### src/rtl/bin2bcd_pkg.sv
`default_nettype none
// ============================================================================
// Module      : bin2bcd_pkg
// Description : Shared definitions for the sequential binary-to-BCD converter:
//               FSM state encoding, the fixed decimal base fed to the
//               divider, and the width of one BCD digit.
// Revision    : 1.0 - initial release
// ============================================================================
package bin2bcd_pkg;

    // Fixed divisor presented to the divider on every division
    localparam int DIV_BASE = 10;

    // Bits per packed BCD digit
    localparam int BCD_W = 4;

    // FSM state encoding
    typedef logic [1:0] state_t;

    localparam state_t IDLE  = 2'd0;
    localparam state_t ISSUE = 2'd1;
    localparam state_t WAIT  = 2'd2;
    localparam state_t OUT   = 2'd3;

endpackage : bin2bcd_pkg
`default_nettype wire

### src/rtl/bin2bcd_seq.sv
`default_nettype none
// ============================================================================
// Module      : bin2bcd_seq
// Description : Sequential binary-to-decimal converter that drives an
//               external restoring divider (divisor fixed at 10). Each
//               remainder becomes one BCD digit; each quotient is fed back
//               as the next dividend until it reaches zero or all digit
//               slots are filled. The packed result is offered on a
//               valid/ready output.
//
// Ports       : clk        - rising-edge clock
//               rst        - asynchronous active-high reset
//               in_valid   - input word present
//               in_ready   - block can accept a word (IDLE only)
//               in_data    - unsigned binary value
//               div_a      - dividend to divider (meaningful with div_start)
//               div_b      - divisor, constant 10
//               div_start  - one-cycle start pulse to divider
//               div_res    - divider quotient, valid with div_done
//               div_mod    - divider remainder, valid with div_done
//               div_done   - one-cycle divider completion pulse
//               out_valid  - result held and valid
//               out_ready  - downstream accepts the result
//               out_bcd    - packed BCD, digit 0 (ones) in [3:0]
//               out_ovf    - value needed more than DIGITS digits
//
// Revision    : 1.0 - initial release
// ============================================================================
module bin2bcd_seq
    import bin2bcd_pkg::*;
#(
    parameter int WIDTH  = 16,
    parameter int DIGITS = 5
) (
    input  logic                    clk,
    input  logic                    rst,

    input  logic                    in_valid,
    output logic                    in_ready,
    input  logic [WIDTH-1:0]        in_data,

    output logic [WIDTH-1:0]        div_a,
    output logic [WIDTH-1:0]        div_b,
    output logic                    div_start,
    input  logic [WIDTH-1:0]        div_res,
    input  logic [WIDTH-1:0]        div_mod,
    input  logic                    div_done,

    output logic                    out_valid,
    input  logic                    out_ready,
    output logic [BCD_W*DIGITS-1:0] out_bcd,
    output logic                    out_ovf
);

    localparam int IDX_W    = $clog2(DIGITS) + 1;
    localparam int BCD_BITS = BCD_W * DIGITS;

    state_t                r_state;
    logic [WIDTH-1:0]      r_q;
    logic [IDX_W-1:0]      r_idx;
    logic [BCD_BITS-1:0]   r_bcd;
    logic                  r_ovf;
    logic                  r_start;

    logic                  w_last;
    logic                  w_unused_mod;

    // Conversion ends once the quotient is exhausted or the top digit slot
    // has just been filled; anything left in the quotient is overflow.
    assign w_last = (div_res == '0) || (r_idx == IDX_W'(DIGITS - 1));

    // The remainder is always below 10, so only its low nibble carries data.
    assign w_unused_mod = ^div_mod[WIDTH-1:BCD_W];

    always_ff @(posedge clk or posedge rst) begin
        if (rst) begin
            r_state <= IDLE;
            r_q     <= '0;
            r_idx   <= '0;
            r_bcd   <= '0;
            r_ovf   <= 1'b0;
            r_start <= 1'b0;
        end else begin
            // Start is a single-cycle pulse; it is raised only on entry to ISSUE.
            r_start <= 1'b0;
            case (r_state)
                IDLE: begin
                    if (in_valid) begin
                        r_q     <= in_data;
                        r_idx   <= '0;
                        r_bcd   <= '0;
                        r_ovf   <= 1'b0;
                        r_start <= 1'b1;
                        r_state <= ISSUE;
                    end
                end
                ISSUE: begin
                    r_state <= WAIT;
                end
                WAIT: begin
                    if (div_done) begin
                        for (int d = 0; d < DIGITS; d++) begin
                            if (r_idx == IDX_W'(d)) begin
                                r_bcd[d*BCD_W +: BCD_W] <= div_mod[BCD_W-1:0];
                            end
                        end
                        r_q <= div_res;
                        if (w_last) begin
                            r_ovf   <= (div_res != '0);
                            r_state <= OUT;
                        end else begin
                            r_idx   <= r_idx + 1'b1;
                            r_start <= 1'b1;
                            r_state <= ISSUE;
                        end
                    end
                end
                OUT: begin
                    if (out_ready) begin
                        r_state <= IDLE;
                    end
                end
                default: begin
                    r_state <= IDLE;
                end
            endcase
        end
    end

    // r_q is registered and only changes on accept or on a completed
    // division, so it is stable for the whole ISSUE cycle.
    assign div_a     = r_q;
    assign div_b     = WIDTH'(DIV_BASE);
    assign div_start = r_start;

    assign in_ready  = (r_state == IDLE);
    assign out_valid = (r_state == OUT);
    assign out_bcd   = r_bcd;
    assign out_ovf   = r_ovf;

endmodule : bin2bcd_seq
`default_nettype wire

### config.mk
export PLATFORM = sky130hd
export DESIGN_NAME = bin2bcd_seq
export DESIGN_NICKNAME = d
export VERILOG_FILES = /design/src/rtl/bin2bcd_pkg.sv /design/src/rtl/bin2bcd_seq.sv
export SDC_FILE = /design/constraint.sdc
export NUM_CORES = 1
export LEC_CHECK = 0
export ABC_CLOCK_PERIOD_IN_PS = 1800
export CAP_MARGIN = 40
export CORE_MARGIN = 1.5
export CORE_UTILIZATION = 30
export DETAILED_ROUTE_END_ITERATION = 16
export PLACE_DENSITY = 0.59
export SLEW_MARGIN = 40
export SYNTH_ARGS = -nofsm -noshare
export SYNTH_HDL_FRONTEND = slang
export SYNTH_SLANG_ARGS = --single-unit
export TNS_END_PERCENT = 30
### constraint.sdc
create_clock -name clk -period 1.8 [get_ports clk]
set_input_delay 0.36 -clock clk [delete_from_list [all_inputs] [get_ports clk]]
set_output_delay 0.36 -clock clk [all_outputs]
set_load 0.01 [all_outputs]
# ---- Yosys cells after proc, flatten, opt, wreduce, memory -nomap -nowiden
# Index checks and enable logic that the tools add are counted.
dict set report word_totals {
  register_bits 44
  in_bits 53
  output_inout_bits 56
  word_cells 71
}
dict set report op_classes {
  add_sub_neg 1
  n_eq_ne 17
  n_mux 28
  n_reduce_logical 15
}
# op count
set ops {}
lappend ops {{20-bit two-way mux} 2}
lappend ops {{20-bit one-hot mux with 2 select lines} 1}
lappend ops {{16-bit two-way mux} 2}
lappend ops {{4-bit two-way mux} 8}
lappend ops {{16-bit one-hot mux with 2 select lines} 1}
lappend ops {{4-bit AND reduction} 7}
lappend ops {{2-bit != test (second input constant)} 9}
lappend ops {{16-bit zero test} 1}
lappend ops {{16-bit nonzero test} 1}
lappend ops {{4-bit by 2-bit == test with 1-bit output (second input constant)} 2}
lappend ops {{2-bit two-way mux} 4}
lappend ops {{2-bit one-hot mux with 4 select lines} 1}
lappend ops {{4-bit one-hot mux with 2 select lines} 1}
lappend ops {{1-bit two-way mux} 6}
lappend ops {{3-bit AND reduction} 2}
lappend ops {{4-bit by 1-bit adder with 4-bit output (second input constant)} 1}
lappend ops {{2-bit == test (second input constant)} 2}
lappend ops {{4-bit by 1-bit == test with 1-bit output (second input constant)} 1}
lappend ops {{4-bit by 3-bit == test with 1-bit output (second input constant)} 1}
lappend ops {{4-bit zero test} 1}
lappend ops {{1-bit one-hot mux with 2 select lines} 2}
lappend ops {{2-bit by 1-bit == test with 1-bit output (second input constant)} 1}
lappend ops {{2-bit zero test} 1}
lappend ops {{2-bit by 1-bit != test with 1-bit output (second input constant)} 1}
lappend ops {{other kinds (2)} 2}

# ---- Depth between registers and ports, before layout
dict set report depth {
  word_depth 5
  depth_mapped 6
  mapped_depth_nobuf 6
}

# ---- Worst setup path after synthesis
# No wires, ideal clock.
dict set report synth_timing {
  path_kind {reg-to-reg}
  startpoint {register r_idx[0]}
  endpoint {register r_bcd[16] (netlist: out_bcd[16])}
  setup_time_ps 79
  arrival_ps 1394
  required_ps 1721
  setup_slack_ps 327
  stages_incl_launch_ff 7
  path_buffers 0
  synth_period_minus_slack_ps 1473
  cell_sequence {dfrtp_1 inv_1 ha_1 and3b_1 nand3_1 a21oi_2 mux2i_1}
}
dict set report synth_between {
  elab_chain_len 3
}
# element line_no
set synth_rtl {}
lappend synth_rtl {{start, declared} bin2bcd_seq.sv:60} ;# logic [IDX_W-1:0] r_idx;
lappend synth_rtl {{start signal, assigned} bin2bcd_seq.sv:112} ;# r_idx <= r_idx + 1'b1;
lappend synth_rtl {{4-bit by 3-bit == test with 1-bit output} bin2bcd_seq.sv:103} ;# if (r_idx == IDX_W'(d)) begin
lappend synth_rtl {{2-bit != test (no line)} -}
lappend synth_rtl {{4-bit AND reduction (no line)} -}
lappend synth_rtl {{end signal, assigned by index} bin2bcd_seq.sv:104} ;# r_bcd[d*BCD_W +: BCD_W] <= div_mod[BCD_W-1:0];
lappend synth_rtl {{end, declared} bin2bcd_seq.sv:61} ;# logic [BCD_BITS-1:0] r_bcd;
# Every way passes these cells.
# A chain may end at the register's enable or synchronous reset.

# ---- Final worst setup path
dict set report layout_timing {
  startpoint {input div_res[6]}
  endpoint {register r_state[1]}
}
dict set report layout_between {
  elab_chain_len 5
}
# element line_no
set layout_rtl {}
lappend layout_rtl {{start, declared} bin2bcd_seq.sv:45} ;# input logic [WIDTH-1:0] div_res,
lappend layout_rtl {{16-bit zero test} bin2bcd_seq.sv:70} ;# assign w_last = (div_res == '0) || (r_idx == IDX_W'(DIGITS - 1));
lappend layout_rtl {{1-bit logical OR} bin2bcd_seq.sv:70}
lappend layout_rtl {{2-bit two-way mux} bin2bcd_seq.sv:108} ;# if (w_last) begin
lappend layout_rtl {{2-bit two-way mux} bin2bcd_seq.sv:101} ;# if (div_done) begin
lappend layout_rtl {{2-bit one-hot mux with 4 select lines} bin2bcd_seq.sv:86} ;# case (r_state)
lappend layout_rtl {{end signal, assigned} bin2bcd_seq.sv:77} ;# r_state <= IDLE;
lappend layout_rtl {{end signal, assigned} bin2bcd_seq.sv:110} ;# r_state <= OUT;
lappend layout_rtl {{end signal, assigned} bin2bcd_seq.sv:114} ;# r_state <= ISSUE;
lappend layout_rtl {{end, declared} bin2bcd_seq.sv:58} ;# state_t r_state;
# Every way passes these cells. The select of a mux whose other input is x is not followed.

==> impl_metrics.tcl <==
set metrics [dict create \
    wl_met1_um 2810 \
    dr.max_layer_used "met4" \
    cp_max_fo 7 \
    cts-root-buf "clkbuf_8" \
    wirelength_um 5840 \
    synth-simple-area-share_pct 19.1 \
    muxShareOfSynthArea_pct 1.73 \
    fmax_mhz 585 \
    grt_max_degree 34 \
    grtUsageTotal_pct 14.8 \
    dr_wl_met2_um 2580 \
    multi_input_area_sq_um 1020 \
    ys_seq_elements 44 \
    status "complete, no violations" \
    core_sq_um 7370 \
    synth_xor_area_share_pct 0 \
    synthToLayoutAreaGrowth_pct 47.5 \
    crit_type "in -> reg" \
    dp_cells 437 \
    crit_arrival_ns 1.91 \
    syn-cell-area_sq_um 2310 \
    die_h_um 90.8 \
    drive_gt1_share_pct 13.5 \
    port_buffers 80 \
    endpoint_kind "flip-flop" \
    finalClockSkew_ns 0.0105 \
    grt_antenna_before_repair 0 \
    clk_pin_slew_ns 0.08 \
    grt_overflow_total 0 \
    rows 31 \
    wl_per_cell_um 13.1 \
    fin_area_sq_um 3410 \
    slew_violations 0 \
    critPathLaunchType "input port" \
    dr_wl_met3_um 372 \
    finalNonFillerCells 446 \
    drtIter0Drc 52 \
    combPwrFrac_pct 54.0 \
    holdWs_ns 0.393 \
    io_pins 109 \
    seq_area_frac_synth_pct 47.6 \
    die-area_sq_um 8240 \
    p_clk_share_pct 14.7 \
    p_seq_share_pct 31.3 \
    cts.sinks 44 \
    htreeDepth 2 \
    cts_tree "yes" \
    finalSetupViolCount 0 \
    ir_worst_vdd_mv 0.680 \
    utilization_pct 46.3 \
    antennaDiodeCount 0 \
    synth_area_per_cell_sq_um 9.28 \
    clk-insertion-delay-late_ns 0.30 \
    yosysUniqueCellTypes 39 \
    viasPerCell 4.48 \
    fin_crit_ns 1.71 \
    detail-route-antenna-nets 0 \
    power_switching_mw 1.94 \
    yosys_warnings 0 \
    hold_violations 0 \
    cts_buffers 5 \
    finalCritPeriodShare_pct 95.0 \
    ctsHoldBuffers 0 \
    fill_cells 737 \
    worstHoldPathType "in -> async" \
    fp.dieW_um 90.8 \
    routabilityCongestion 0.777 \
    switching_share_pct 37.7 \
    synthCells 249 \
    initial_utilization_pct 31.4 \
    synth-compound-area-share_pct 18.5 \
    first_pass_iters 4 \
    regArea_sq_um 1100 \
    total_power_mw 5.13 \
    routed-via-count 1998 \
    num-nets-final 403 \
    grt_pass1_vias 1960 \
    clockBufferDepth 2 \
    synth_top_family_by_area "simple AND/OR/NAND/NOR gates" \
    critPathRequiredTime_ns 2.00 \
    cap_violations 0 \
    leakage_nw 1.48 \
    post-route-drc-count 0 \
    placed_cell_area_sq_um 3290 \
    power.density_nw_per_um2 1510 \
    synth_fa_ha_area_share_pct 2.17 \
    rsz0062_at_grt "no" \
    grt_pass1_wl_um 9620 \
    intPower_mw 3.20 \
    dp_hpwl_um 4360 \
]
==> per-stage QoR <==
step                      worst slack [ns]  TNS (ns)
after floorplan                      0.327         0
after global placement              -0.212     -1.10
after detailed placement            -0.242     -1.37
after CTS                           0.0198         0
after global routing                0.0250         0
final                               0.0893         0
==> Yosys cell counts (all sizes together) <==
cell type	n	area [sq um]
nor2b	4	25.0
a2111oi	1	27.5
o21bai	1	7.51
nand3	2	10.0
conb	2	7.51
nand2	51	191
mux2i	4	40.0
nand3b	1	7.51
inv	16	60.1
a21oi	10	72.6
o211ai	1	7.51
nor2	20	75.1
buf	25	174
a21o	2	15.0
nand2b	2	20.0
o22ai	8	50.1
and3b	1	8.76
nand4	3	25.0
a221oi	1	15.0
o221ai	2	17.5
clkbuf	3	11.3
a22o	1	8.76
dfrtp	44	1100
a211oi	1	12.5
a31oi	18	113
nor4	4	50.1
and3	2	12.5
ha	4	50.1
o2bb2ai	4	35.0
o21ai	9	45.0
and2	2	15.0
==> cells by family (layout without fill, tap and decap cells) <==
group,after synthesis,after routing
fa+ha+maj,4,4
other cells,2,16
simple gates,92,92
compound gates,59,59
mux,4,4
flops,44,44
buf+inv,44,128
==> path summary, 6_finish.rpt <==
| kind | slack, ns | cells past startpoint | from | endpoint |
|---|---|---|---|---|
| worst max-delay path | 0.09 | 5 | div_res[6] | r_state[1] |
| worst min-delay path | 0.39 | 3 | rst | div_a[5] |
| worst max register to register | 0.17 | 7 | r_idx[0] | out_bcd[17] |
| worst min register to register | 0.50 | 1 | out_bcd[2] | out_bcd[2] |
| max in group asynchronous | 1.11 | 3 | rst | r_state[1] |
| min in group clk | 0.50 | 1 | out_bcd[2] | out_bcd[2] |
==> power by group through the flow <==
stage / clock network (mW) / registers (mW) / logic (mW)
after floorplan: 0 / 1.77 / 1.36
after global placement: 0 / 1.64 / 2.74
after detailed placement: 0 / 1.64 / 2.76
after CTS: 0.784 / 1.61 / 2.82
after global routing: 0.837 / 1.67 / 3.05
final: 0.754 / 1.61 / 2.77
==> routing by layer <==
layer  up-vias  GRT usage [%]
met3         6           4.04
met5         -              0
met4         0           4.76
met2        74           23.1
met1       903           19.7
li1       1015              -
==> state kept, by name (all words and copies together) (netlist names) <==
signal,flops
div_start,1
r_state,2
div_a,16
out_ovf,1
r_idx,4
out_bcd,20
==> timing repair <==
| item | in CTS | in global routing |
|---|---|---|
| endpoints found under the hold margin | 0 | 0 |
| gates resized for setup | 1 | 3 |
| setup endpoints to repair | 2 | 4 |
| setup buffers | 1 | 0 |
==> critical path, stage by stage <==
cell             delay [ns]
clkdlybuf4s50_1        0.44
nor4_2                 0.37
nand4_2                0.26
and2_4                 0.25
a221oi_2               0.23
==> layout make-up <==
type                            count  share of cell area (%)
Sequential cell                    44                    32.3
Clock buffer                        6                    2.13
Clock inverter                      2                    1.03
Tap cell                           99                    3.63
Timing Repair Buffer              104                    29.3
Inverter                           16                    1.76
Multi-Input combinational cell    175                    29.8
==> placed cells by master, fill, tap and decap left out, types with 5 or more instances in the layout <==
cell type and n:
dfrtp_1 43, clkbuf_8 5, o21ai_0 8, a21oi_1 6
nor2_1 20, nand2_1 51, inv_1 14, buf_4 23
conb_1 16, a31oi_1 18, o22ai_1 8, clkdlybuf4s50_1 78
Power figures use the tool's default switching activity.
